**config.mk**
```make
export PLATFORM = sky130hd
export DESIGN_NAME = mem_pwm_flat
export DESIGN_NICKNAME = d
export VERILOG_FILES = /design/src/rtl/mem_pwm_if.sv /design/src/rtl/mem_pwm.sv /design/src/flat_wrapper.sv
export SDC_FILE = /design/constraint.sdc
export NUM_CORES = 1
export LEC_CHECK = 0
export BUFFER_PORTS_ARGS = -buffer_cell sky130_fd_sc_hd__buf_2
export CELL_PAD_IN_SITES_DETAIL_PLACEMENT = 0
export CELL_PAD_IN_SITES_GLOBAL_PLACEMENT = 1
export CORE_AREA = 2 2 133 199
export DETAILED_ROUTE_END_ITERATION = 6
export DIE_AREA = 0 0 135 201
export GPL_ROUTABILITY_DRIVEN = 0
export PLACE_DENSITY_LB_ADDON = 0.1
export REMOVE_ABC_BUFFERS = 1
export SLEW_MARGIN = 20
export SYNTH_ARGS = -nofsm -noshare
export SYNTH_HDL_FRONTEND = slang
export SYNTH_SLANG_ARGS = --single-unit
```
**constraint.sdc**
```tcl
create_clock -name clk -period 23 [get_ports clk]
set_clock_uncertainty 0.2 [all_clocks]
set_input_delay 2.3 -clock clk [delete_from_list [all_inputs] [get_ports clk]]
set_output_delay 2.3 -clock clk [all_outputs]
set_load 0.01 [all_outputs]
```
**src/rtl/mem_pwm_if.sv**
```systemverilog
// mem_pwm bus interface: simple valid/ready memory port.
// The host drives the master side, the PWM block is the slave.
interface mem_pwm_if;
  logic        mem_valid;
  logic        mem_ready;
  logic [31:0] mem_addr;
  logic [31:0] mem_rdata;
  logic [31:0] mem_wdata;
  logic [3:0]  mem_wstrb;

  modport master (
    output mem_valid,
    output mem_addr,
    output mem_wdata,
    output mem_wstrb,
    input  mem_ready,
    input  mem_rdata
  );

  modport slave (
    input  mem_valid,
    input  mem_addr,
    input  mem_wdata,
    input  mem_wstrb,
    output mem_ready,
    output mem_rdata
  );
endinterface

```
**src/rtl/mem_pwm.sv**
```systemverilog
// mem_pwm: multi-channel PWM with prescaler and shadowed registers.
// Shadow PERIOD/DUTY load into the active set at wrap or while stopped.
module mem_pwm #(
  parameter int CHANNELS = 4
) (
  input  logic                clk,
  input  logic                rst,
  mem_pwm_if.slave            bus,
  output logic [CHANNELS-1:0] pwm_oe,
  output logic [CHANNELS-1:0] pwm_do,
  output logic                irq
);

  // bus handshake and read path
  logic        ready_q, ready_d;
  logic [31:0] rdata_q, rdata_d;
  logic [31:0] rd;

  // control fields
  logic        en_q, en_d;
  logic        ien_q, ien_d;
  logic [7:0]  oe_q, oe_d;
  logic [15:0] psc_q, psc_d;

  // shadow and active timing registers (8 slots, CHANNELS used)
  logic [15:0] per_sh_q, per_sh_d;
  logic [15:0] per_act_q, per_act_d;
  logic [15:0] duty_sh_q [8];
  logic [15:0] duty_sh_d [8];
  logic [15:0] duty_act_q [8];
  logic [15:0] duty_act_d [8];

  // counters and status
  logic [15:0] pre_q, pre_d;
  logic [15:0] cnt_q, cnt_d;
  logic        wrap_q, wrap_d;
  logic [CHANNELS-1:0] do_q, do_d;
  logic        irq_q, irq_d;

  // decode
  logic        acc, wr;
  logic [3:0]  idx;
  logic [3:0]  dn;
  logic        sel_ctrl, sel_per, sel_cnt;
  logic        sel_stat, sel_duty;
  logic        clr, tick, wrap, load;
  logic        unused;

  assign acc = bus.mem_valid && !ready_q;
  assign wr  = acc && (bus.mem_wstrb == 4'hF);
  assign idx = bus.mem_addr[5:2];
  assign dn  = idx - 4'd4;

  assign sel_ctrl = (idx == 4'd0);
  assign sel_per  = (idx == 4'd1);
  assign sel_cnt  = (idx == 4'd2);
  assign sel_stat = (idx == 4'd3);
  assign sel_duty = (idx >= 4'd4) && (32'(dn) < CHANNELS);

  // CLR wins over a tick and suppresses the wrap in that cycle
  assign clr  = wr && sel_ctrl && bus.mem_wdata[1];
  assign tick = en_q && (pre_q == psc_q);
  assign wrap = tick && !clr && (cnt_q == per_act_q);
  assign load = !en_q || wrap;

  assign unused = ^{bus.mem_addr[31:6], bus.mem_addr[1:0],
                    bus.mem_wdata[7:3], dn[3]};

  // read mux: shadow values are what software sees
  always_comb begin
    rd = '0;
    unique case (1'b1)
      sel_ctrl: rd = {psc_q, oe_q, 5'b0, ien_q, 1'b0, en_q};
      sel_per:  rd = {16'h0, per_sh_q};
      sel_cnt:  rd = {16'h0, cnt_q};
      sel_stat: rd = {31'h0, wrap_q};
      sel_duty: rd = {16'h0, duty_sh_q[dn[2:0]]};
      default:  rd = '0;
    endcase
  end

  // register writes, counters, shadow loads and outputs
  always_comb begin
    ready_d    = acc;
    rdata_d    = acc ? rd : rdata_q;
    en_d       = en_q;
    ien_d      = ien_q;
    oe_d       = oe_q;
    psc_d      = psc_q;
    per_sh_d   = per_sh_q;
    duty_sh_d  = duty_sh_q;
    per_act_d  = per_act_q;
    duty_act_d = duty_act_q;
    pre_d      = pre_q;
    cnt_d      = cnt_q;
    wrap_d     = wrap_q;
    do_d       = '0;
    irq_d      = wrap_q && ien_q;

    if (wr && sel_ctrl) begin
      en_d  = bus.mem_wdata[0];
      ien_d = bus.mem_wdata[2];
      oe_d  = bus.mem_wdata[15:8];
      psc_d = bus.mem_wdata[31:16];
    end
    if (wr && sel_per) begin
      per_sh_d = bus.mem_wdata[15:0];
    end
    if (wr && sel_duty) begin
      duty_sh_d[dn[2:0]] = bus.mem_wdata[15:0];
    end

    if (load) begin
      per_act_d  = per_sh_q;
      duty_act_d = duty_sh_q;
    end

    if (clr) begin
      pre_d = '0;
      cnt_d = '0;
    end else if (en_q) begin
      pre_d = tick ? 16'd0 : pre_q + 16'd1;
      if (tick) begin
        cnt_d = (cnt_q == per_act_q) ? 16'd0 : cnt_q + 16'd1;
      end
    end

    if (wrap) begin
      wrap_d = 1'b1;
    end else if (wr && sel_stat && bus.mem_wdata[0]) begin
      wrap_d = 1'b0;
    end

    for (int n = 0; n < CHANNELS; n++) begin
      do_d[n] = en_q && (cnt_q < duty_act_q[n]);
    end
  end

  // state registers with asynchronous reset
  always_ff @(posedge clk or posedge rst) begin
    if (rst) begin
      ready_q    <= 1'b0;
      rdata_q    <= '0;
      en_q       <= 1'b0;
      ien_q      <= 1'b0;
      oe_q       <= '0;
      psc_q      <= '0;
      per_sh_q   <= '0;
      per_act_q  <= '0;
      duty_sh_q  <= '{default: '0};
      duty_act_q <= '{default: '0};
      pre_q      <= '0;
      cnt_q      <= '0;
      wrap_q     <= 1'b0;
      do_q       <= '0;
      irq_q      <= 1'b0;
    end else begin
      ready_q    <= ready_d;
      rdata_q    <= rdata_d;
      en_q       <= en_d;
      ien_q      <= ien_d;
      oe_q       <= oe_d;
      psc_q      <= psc_d;
      per_sh_q   <= per_sh_d;
      per_act_q  <= per_act_d;
      duty_sh_q  <= duty_sh_d;
      duty_act_q <= duty_act_d;
      pre_q      <= pre_d;
      cnt_q      <= cnt_d;
      wrap_q     <= wrap_d;
      do_q       <= do_d;
      irq_q      <= irq_d;
    end
  end

  assign bus.mem_ready = ready_q;
  assign bus.mem_rdata = rdata_q;
  assign pwm_oe        = oe_q[CHANNELS-1:0];
  assign pwm_do        = do_q;
  assign irq           = irq_q;

endmodule

```
**src/flat_wrapper.sv**
```systemverilog
// flat-port wrapper written by rule: the top's interface ports become plain ports
module mem_pwm_flat 
#(
  parameter int CHANNELS = 4
)
  (clk, rst, pwm_oe, pwm_do, irq, bus_mem_valid, bus_mem_addr, bus_mem_wdata, bus_mem_wstrb, bus_mem_ready, bus_mem_rdata);
  mem_pwm_if bus_i ();
  input  logic clk;
  input  logic rst;
  output logic [CHANNELS-1:0] pwm_oe;
  output logic [CHANNELS-1:0] pwm_do;
  output logic irq;
  input wire logic [$bits(bus_i.mem_valid)-1:0] bus_mem_valid;
  input wire logic [$bits(bus_i.mem_addr)-1:0] bus_mem_addr;
  input wire logic [$bits(bus_i.mem_wdata)-1:0] bus_mem_wdata;
  input wire logic [$bits(bus_i.mem_wstrb)-1:0] bus_mem_wstrb;
  output wire logic [$bits(bus_i.mem_ready)-1:0] bus_mem_ready;
  output wire logic [$bits(bus_i.mem_rdata)-1:0] bus_mem_rdata;
  assign bus_i.mem_valid = bus_mem_valid;
  assign bus_i.mem_addr = bus_mem_addr;
  assign bus_i.mem_wdata = bus_mem_wdata;
  assign bus_i.mem_wstrb = bus_mem_wstrb;
  assign bus_mem_ready = bus_i.mem_ready;
  assign bus_mem_rdata = bus_i.mem_rdata;
  mem_pwm #(.CHANNELS(CHANNELS)) u_core (.clk(clk), .rst(rst), .bus(bus_i), .pwm_oe(pwm_oe), .pwm_do(pwm_do), .irq(irq));
endmodule
```
# Word level (Yosys, flattened, before mapping)
# Cells that the tools add are included.
# totals
regBits,321
latch_bits,0
ram_bits,0
romBits,0
in_bits,71
out_inout_bits,42
word_cells,86
memories,0
# op_classes
add_sub_neg,3
n_mul,0
n_div,0
order_cmp,8
n_eq_ne,6
n_shift,0
n_mux,16
bitwise,1
reduce_logical,27
# op_table
operator,count
16-bit 2-to-1 mux,10
32-bit one-hot mux with 5 select lines,1
128-bit bitwise mux,1
16-bit less-than comparator,4
16-bit binary-select mux with 3-bit select,1
16-bit demux with 3-bit select,1
"16-bit by 1-bit adder with 16-bit output, second input constant",2
16-bit == test,2
1-bit logical AND,18
"4-bit by 2-bit == test with 1-bit output, second input constant",2
2-bit nonzero test,3
"4-bit by 1-bit == test with 1-bit output, second input constant",1
"4-bit == test, second input constant",1
"4-bit by 3-bit greater-or-equal comparator with 1-bit output, second input constant",1
"4-bit greater-or-equal comparator, second input constant",1
4-bit zero test,1
"4-bit by 1-bit less-than comparator with 1-bit output, second input constant",1
"4-bit by 3-bit less-than comparator with 1-bit output, second input constant",1
3-bit inverter with 4-bit output,1
"4-bit by 3-bit subtractor with 4-bit output, second input constant",1
1-bit zero test,3
1-bit 2-to-1 mux,2
2-bit AND reduction,1
1-bit logical OR,1

# Longest topological paths before layout
# logic_depth
depth_word,9
mapped_depth,8

# Worst setup path after synthesis
# Ideal clock, no wire load.
# synth_timing
path_type,input -> register
start,input bus_mem_addr[2]
end,register u_core.pre_q[7]
setup_time_ns,0.132
arrival_ns,4.024
required_time_ns,22.668
slack_ns,18.644
stages,7
path_cell_list,clkbuf_1 -> or4_1 -> nor4_2 -> o2111a_1 -> and3_1 -> xnor2_1 -> nor2_1
# synth_via
elab_chain_cells,4
word_cells_on_any_way,5
cone_classes,mux: 1; reduce/logical: 4
# synth_lines
item,line,rtl
from (decl),flat_wrapper.sv:14,input wire logic [$bits(bus_i.mem_addr)-1:0] bus_mem_addr;
4-bit zero test (*),mem_pwm.sv:54,assign sel_ctrl = (idx == 4'd0);
1-bit logical AND (*) (2 in series),mem_pwm.sv:61,assign clr = wr && sel_ctrl && bus.mem_wdata[1];
16-bit 2-to-1 mux or 2-bit nonzero test (tied branches),-,
to (signal assigned),mem_pwm.sv:168,pre_q <= pre_d;
to (decl),mem_pwm.sv:34,"logic [15:0] pre_q, pre_d;"
# Mark *: on every way between the ends. The rest lies on a longest branch, timed or not.
# A chain may end at the register's enable or synchronous reset.

# Worst setup path after layout
# layout_timing
start,input bus_mem_valid
end,register u_core.duty_act_q[118] (netlist bit)
# layout_via
elab_chain_cells,8
# layout_lines
item,line,rtl
from (decl),flat_wrapper.sv:13,input wire logic [$bits(bus_i.mem_valid)-1:0] bus_mem_valid;
1-bit logical AND,mem_pwm.sv:49,assign acc = bus.mem_valid && !ready_q;
1-bit logical AND,mem_pwm.sv:50,assign wr = acc && (bus.mem_wstrb == 4'hF);
1-bit logical AND (2 in series),mem_pwm.sv:61,
1-bit zero test,mem_pwm.sv:63,assign wrap = tick && !clr && (cnt_q == per_act_q);
1-bit logical AND (2 in series),mem_pwm.sv:63,
1-bit logical OR,mem_pwm.sv:64,assign load = !en_q || wrap;
to (signal assigned),mem_pwm.sv:167,duty_act_q <= duty_act_d;
to (decl),mem_pwm.sv:30,logic [15:0] duty_act_q [8];
# Every way passes these cells.

==> impl_summary.log <==
INFO  metric crit_path_max_fanout = 42
INFO  metric ys_warn_count = 0
INFO  metric path_common_cell = buf_4
INFO  metric nNetsFinal = 1274
INFO  metric maxSlewViolCount = 0
INFO  metric slew_headroom = a little under a third
INFO  metric cp.arrival = 5.36 ns
INFO  metric cts-buffers-inserted = 26
INFO  metric cts-root-buf = clkbuf_16
INFO  metric die_width = between 100 and 150 um
INFO  metric route.detailed.drc = 0
INFO  metric cts.repair_timing.setup_buffer_count = 0
INFO  metric area_after_dpl = 13680 um^2
INFO  metric worst_setup_path_start_kind = input pin
INFO  metric clock_pin_slew_on_the_worst_setup_and_hold_paths = around 0.060 ns
INFO  metric die_area = ~27000 um^2
INFO  metric syn_avg_cell_area = 12.14 um^2
INFO  metric synthToLayoutAreaGrowth = 12.56%
INFO  metric nature_of_the_critical_path_endpoint = flip-flop
INFO  metric synth_cell_types = 45
INFO  metric p_int = 0.0007987 W
INFO  metric drive_above_1_share = 30.86%
INFO  metric final_cell_area = around 15000 um^2
INFO  metric power_frac_seq = about 46%
INFO  metric async_reset_ff_share = 100.0%
INFO  metric grt_total_ovfl = 0
INFO  metric total_leakage_power = 7.364 nW
INFO  metric yosysTopAreaCell = dfrtp_1
INFO  metric via_count = 8371
INFO  metric worst_skew_pair.late_latency = around 0.54 ns
INFO  metric initial_detailed_routing_violation_count = 490
INFO  metric post_synth_inst_count = 1069
INFO  metric core_area = 25580 um^2
INFO  metric total_switching_power = approximately 0.00026 W
INFO  metric register_area_share_after_synthesis = 49.54%
INFO  metric port_buffers = 84
INFO  metric via_count_of_the_first_global_routing_pass = 8603
INFO  metric hold_path_class = reg -> reg
INFO  metric cpMaxStageDelayCell = buf_4
INFO  metric drt_pre_antenna_iters = 5
INFO  metric setup_viol = 0
INFO  metric routed_via_density = between 5 and 6
INFO  metric tritoncts_clock_tree = yes
INFO  metric mappedNetlistArea = 12980 um^2
INFO  metric worstSetupPathType = in -> reg
INFO  metric power-per-cell-area = about 72 nW/um^2
INFO  metric cts.sinks = 257
INFO  metric grt_max_degree = ~120
INFO  metric initial_utilization = 50.74%
INFO  metric netlist_top_cells_area = dfrtp_1 50%, mux2_2 12%, ha_1 6.0%
INFO  metric ctsResizeCount = 0
INFO  metric yosys_register_bits = 257
INFO  metric synth-edff-count = 0
INFO  metric rows = 72
INFO  metric floorplan.io_pins = 113
INFO  metric worst_pin_slew = 1.036 ns
INFO  metric ant_nets = 0
INFO  metric dp.final_hpwl = 21100 um
INFO  metric switching_share = 24.58%
INFO  metric fin_total_pwr = 0.001059 W
INFO  metric cp_cell_sequence = buf_2, nand2b_2, buf_4, nor2_1, nand2_1, nor4_2, o31ai_4, buf_4, buf_4, mux2_2
INFO  metric grt_use_total = around 24%
INFO  metric grt_antenna_before_repair = 0
INFO  metric die-height = 201 um
INFO  metric power.share.combinational = around 10%
INFO  metric maximum_capacitance_violations = 0
INFO  metric pwr-share-clk = 43.7%
INFO  metric fin_tns_setup = 0 ns
INFO  metric average_detailed_routed_wire_length_per_instance = 21.33 um
INFO  metric rsz0062_at_grt = false
INFO  metric grt_first_pass_wirelength = roughly 50000 um
INFO  metric slowest_delay = 0.70 ns
INFO  metric fillCellCount = roughly 2.2k
INFO  metric diodes = 0
INFO  metric portion_of_the_clock_cycle_consumed_by_the_worst_path_in_the_final_layout = 22.40%
INFO  metric synth_flop_cell = dfrtp_1
INFO  metric min_period = 5.151 ns
INFO  metric max_freq = 0.1941 GHz
INFO  metric outcome = completed
INFO  metric cp_data_required_time = 23.21 ns
INFO  metric routed_wl = 31850 um
INFO  metric finalHoldViolations = 0
INFO  metric clk_path_buf_depth = 3
INFO  metric cts_hold_buffers = 0
INFO  metric synth_top_area_share = 49.54%
INFO  metric htree_levels = 1
INFO  metric vdd.ir_drop.worst = 60.67 uV
==> final cells by class <==
type	count	area [um^2]	share of cell area (%)
flip-flops and latches	257	6431	44.01
clock buffers	37	753.2	5.155
well taps	333	416.7	2.852
repair buffers	100	540.5	3.699
multi-input cells	687	6022	41.21
clock inverters	10	181.4	1.242
inverters	69	266.5	1.824
==> synthesized netlist by cell type, drive strengths merged (18+ instances only) <==
library cell / count
a21o: 32
a21oi: 50
buf: 26
clkbuf: 30
dfrtp: 257
ha: 62
inv: 69
mux2: 192
mux2i: 18
nand2: 45
nand3: 20
nand4: 20
nor2: 56
o21ai: 30
xnor2: 38
==> through the flow <==
step                      utilization [%]  instances  hold WS (ns)  setup slack, ns
after global routing                57.11       1493        0.3064            17.67
final                               57.11       1493        0.2722            17.85
after global placement              53.46       1446        0.2555            17.28
after CTS                           57.11       1493        0.2746            17.81
after floorplan                         -       1013        0.2687            13.43
after detailed placement            53.46       1446        0.2605            17.26
==> cell families (layout without fill, tap and decap cells) <==
group | count (synthesis) | after routing | share of synthesized area (%)
AO/OA/AOI/OAI | 157 | 157 | 7.913
XOR/XNOR | 48 | 48 | 3.239
adder cells (fa/ha/maj) | 62 | 62 | 5.976
buffers and inverters | 125 | 216 | 4.289
flip-flops | 257 | 257 | 49.54
multiplexers | 221 | 221 | 21.40
AND/OR/NAND/NOR | 199 | 199 | 7.643
==> final timing paths <==
path / startpoint / endpoint / slack [ns] / depth (start not counted)
max: bus_mem_valid / u_core.duty_act_q[118] / 17.85 / 10
min: u_core.bus.mem_rdata[6] / u_core.bus.mem_rdata[6] / 0.27 / 1
max reg2reg: u_core.cnt_q[11] / u_core.duty_act_q[118] / 18.65 / 7
min reg2reg: u_core.bus.mem_rdata[6] / u_core.bus.mem_rdata[6] / 0.27 / 1
max in group asynchronous: rst / u_core.duty_act_q[81] / 19.36 / 3
min in group asynchronous: rst / u_core.bus.mem_ready / 1.73 / 2
==> sequential cells by signal (all words and copies together), names as in the netlist, 4 cells and up <==
name and count:
u_core.bus.mem_rdata 32, u_core.psc_q 16, u_core.per_act_q 16, u_core.per_sh_q 16
u_core.pre_q 16, u_core.oe_q 8, u_core.duty_act_q 64, u_core.pwm_do 4
u_core.duty_sh_q 64, u_core.cnt_q 16
==> cell usage in the layout, fill, tap and decap left out, types with 3 or more instances in the layout <==
| cell type | synthesis | final |
|---|---|---|
| a21o_1 | 32 | 32 |
| nand3_1 | 20 | 20 |
| o21ai_0 | 30 | 30 |
| mux2_2 | 142 | 142 |
| a221oi_1 | 6 | 6 |
| mux4_2 | 11 | 11 |
| ha_1 | 62 | 62 |
| or3_1 | 7 | 7 |
| clkbuf_16 | 0 | 27 |
| bufinv_16 | 0 | 5 |
| dfrtp_1 | 257 | 257 |
| xnor2_1 | 38 | 38 |
| o211ai_1 | 3 | 3 |
| clkbuf_1 | 30 | 6 |
| buf_2 | 10 | 84 |
| nand4_1 | 20 | 20 |
| clkbuf_8 | 0 | 4 |
| a211oi_1 | 11 | 11 |
| nor2b_1 | 3 | 3 |
| nor3_1 | 10 | 8 |
| mux2i_1 | 18 | 18 |
| mux2_4 | 50 | 50 |
| nand2_1 | 45 | 45 |
| clkinv_2 | 0 | 3 |
| xor2_1 | 10 | 10 |
| a21oi_1 | 50 | 50 |
| inv_1 | 69 | 68 |
| nand3b_1 | 5 | 5 |
| nand2b_1 | 7 | 6 |
| and2_1 | 4 | 4 |
| buf_4 | 4 | 16 |
| and3_1 | 11 | 11 |
| nor2_1 | 56 | 54 |
| a22o_1 | 17 | 17 |
==> worst max-delay path, delay by kind of cell <==
| family | cells | cell delay [ns] |
|---|---|---|
| compound gates | 1 | 0.24 |
| simple gates | 4 | 0.49 |
| buf+inv | 4 | 1.82 |
| mux | 1 | 0.42 |
==> power by group through the flow <==
stage	registers (W)	logic [W]	clock network, W
final	0.000491	0.000105	0.000463
after global routing	0.000494	0.000117	0.000491
after CTS	0.000491	0.000107	0.000474
after detailed placement	0.000499	0.000106	0
after global placement	0.000499	0.000105	0
after floorplan	0.000493	0.0000677	0
==> routing by layer <==
metal / wire (um) / GRT usage, % / part of all wire (%) / up-vias
li1: - / - / - / 3935
met1: 12980 / 29.79 / 41 / 4217
met2: 16570 / 42.86 / 52 / 164
met3: 1158 / 2.652 / 3.6 / 55
met4: 1136 / 8.780 / 3.6 / 0
met5: 0 / 0 / 0 / -
No activity file was read; power rests on OpenSTA's default activity.
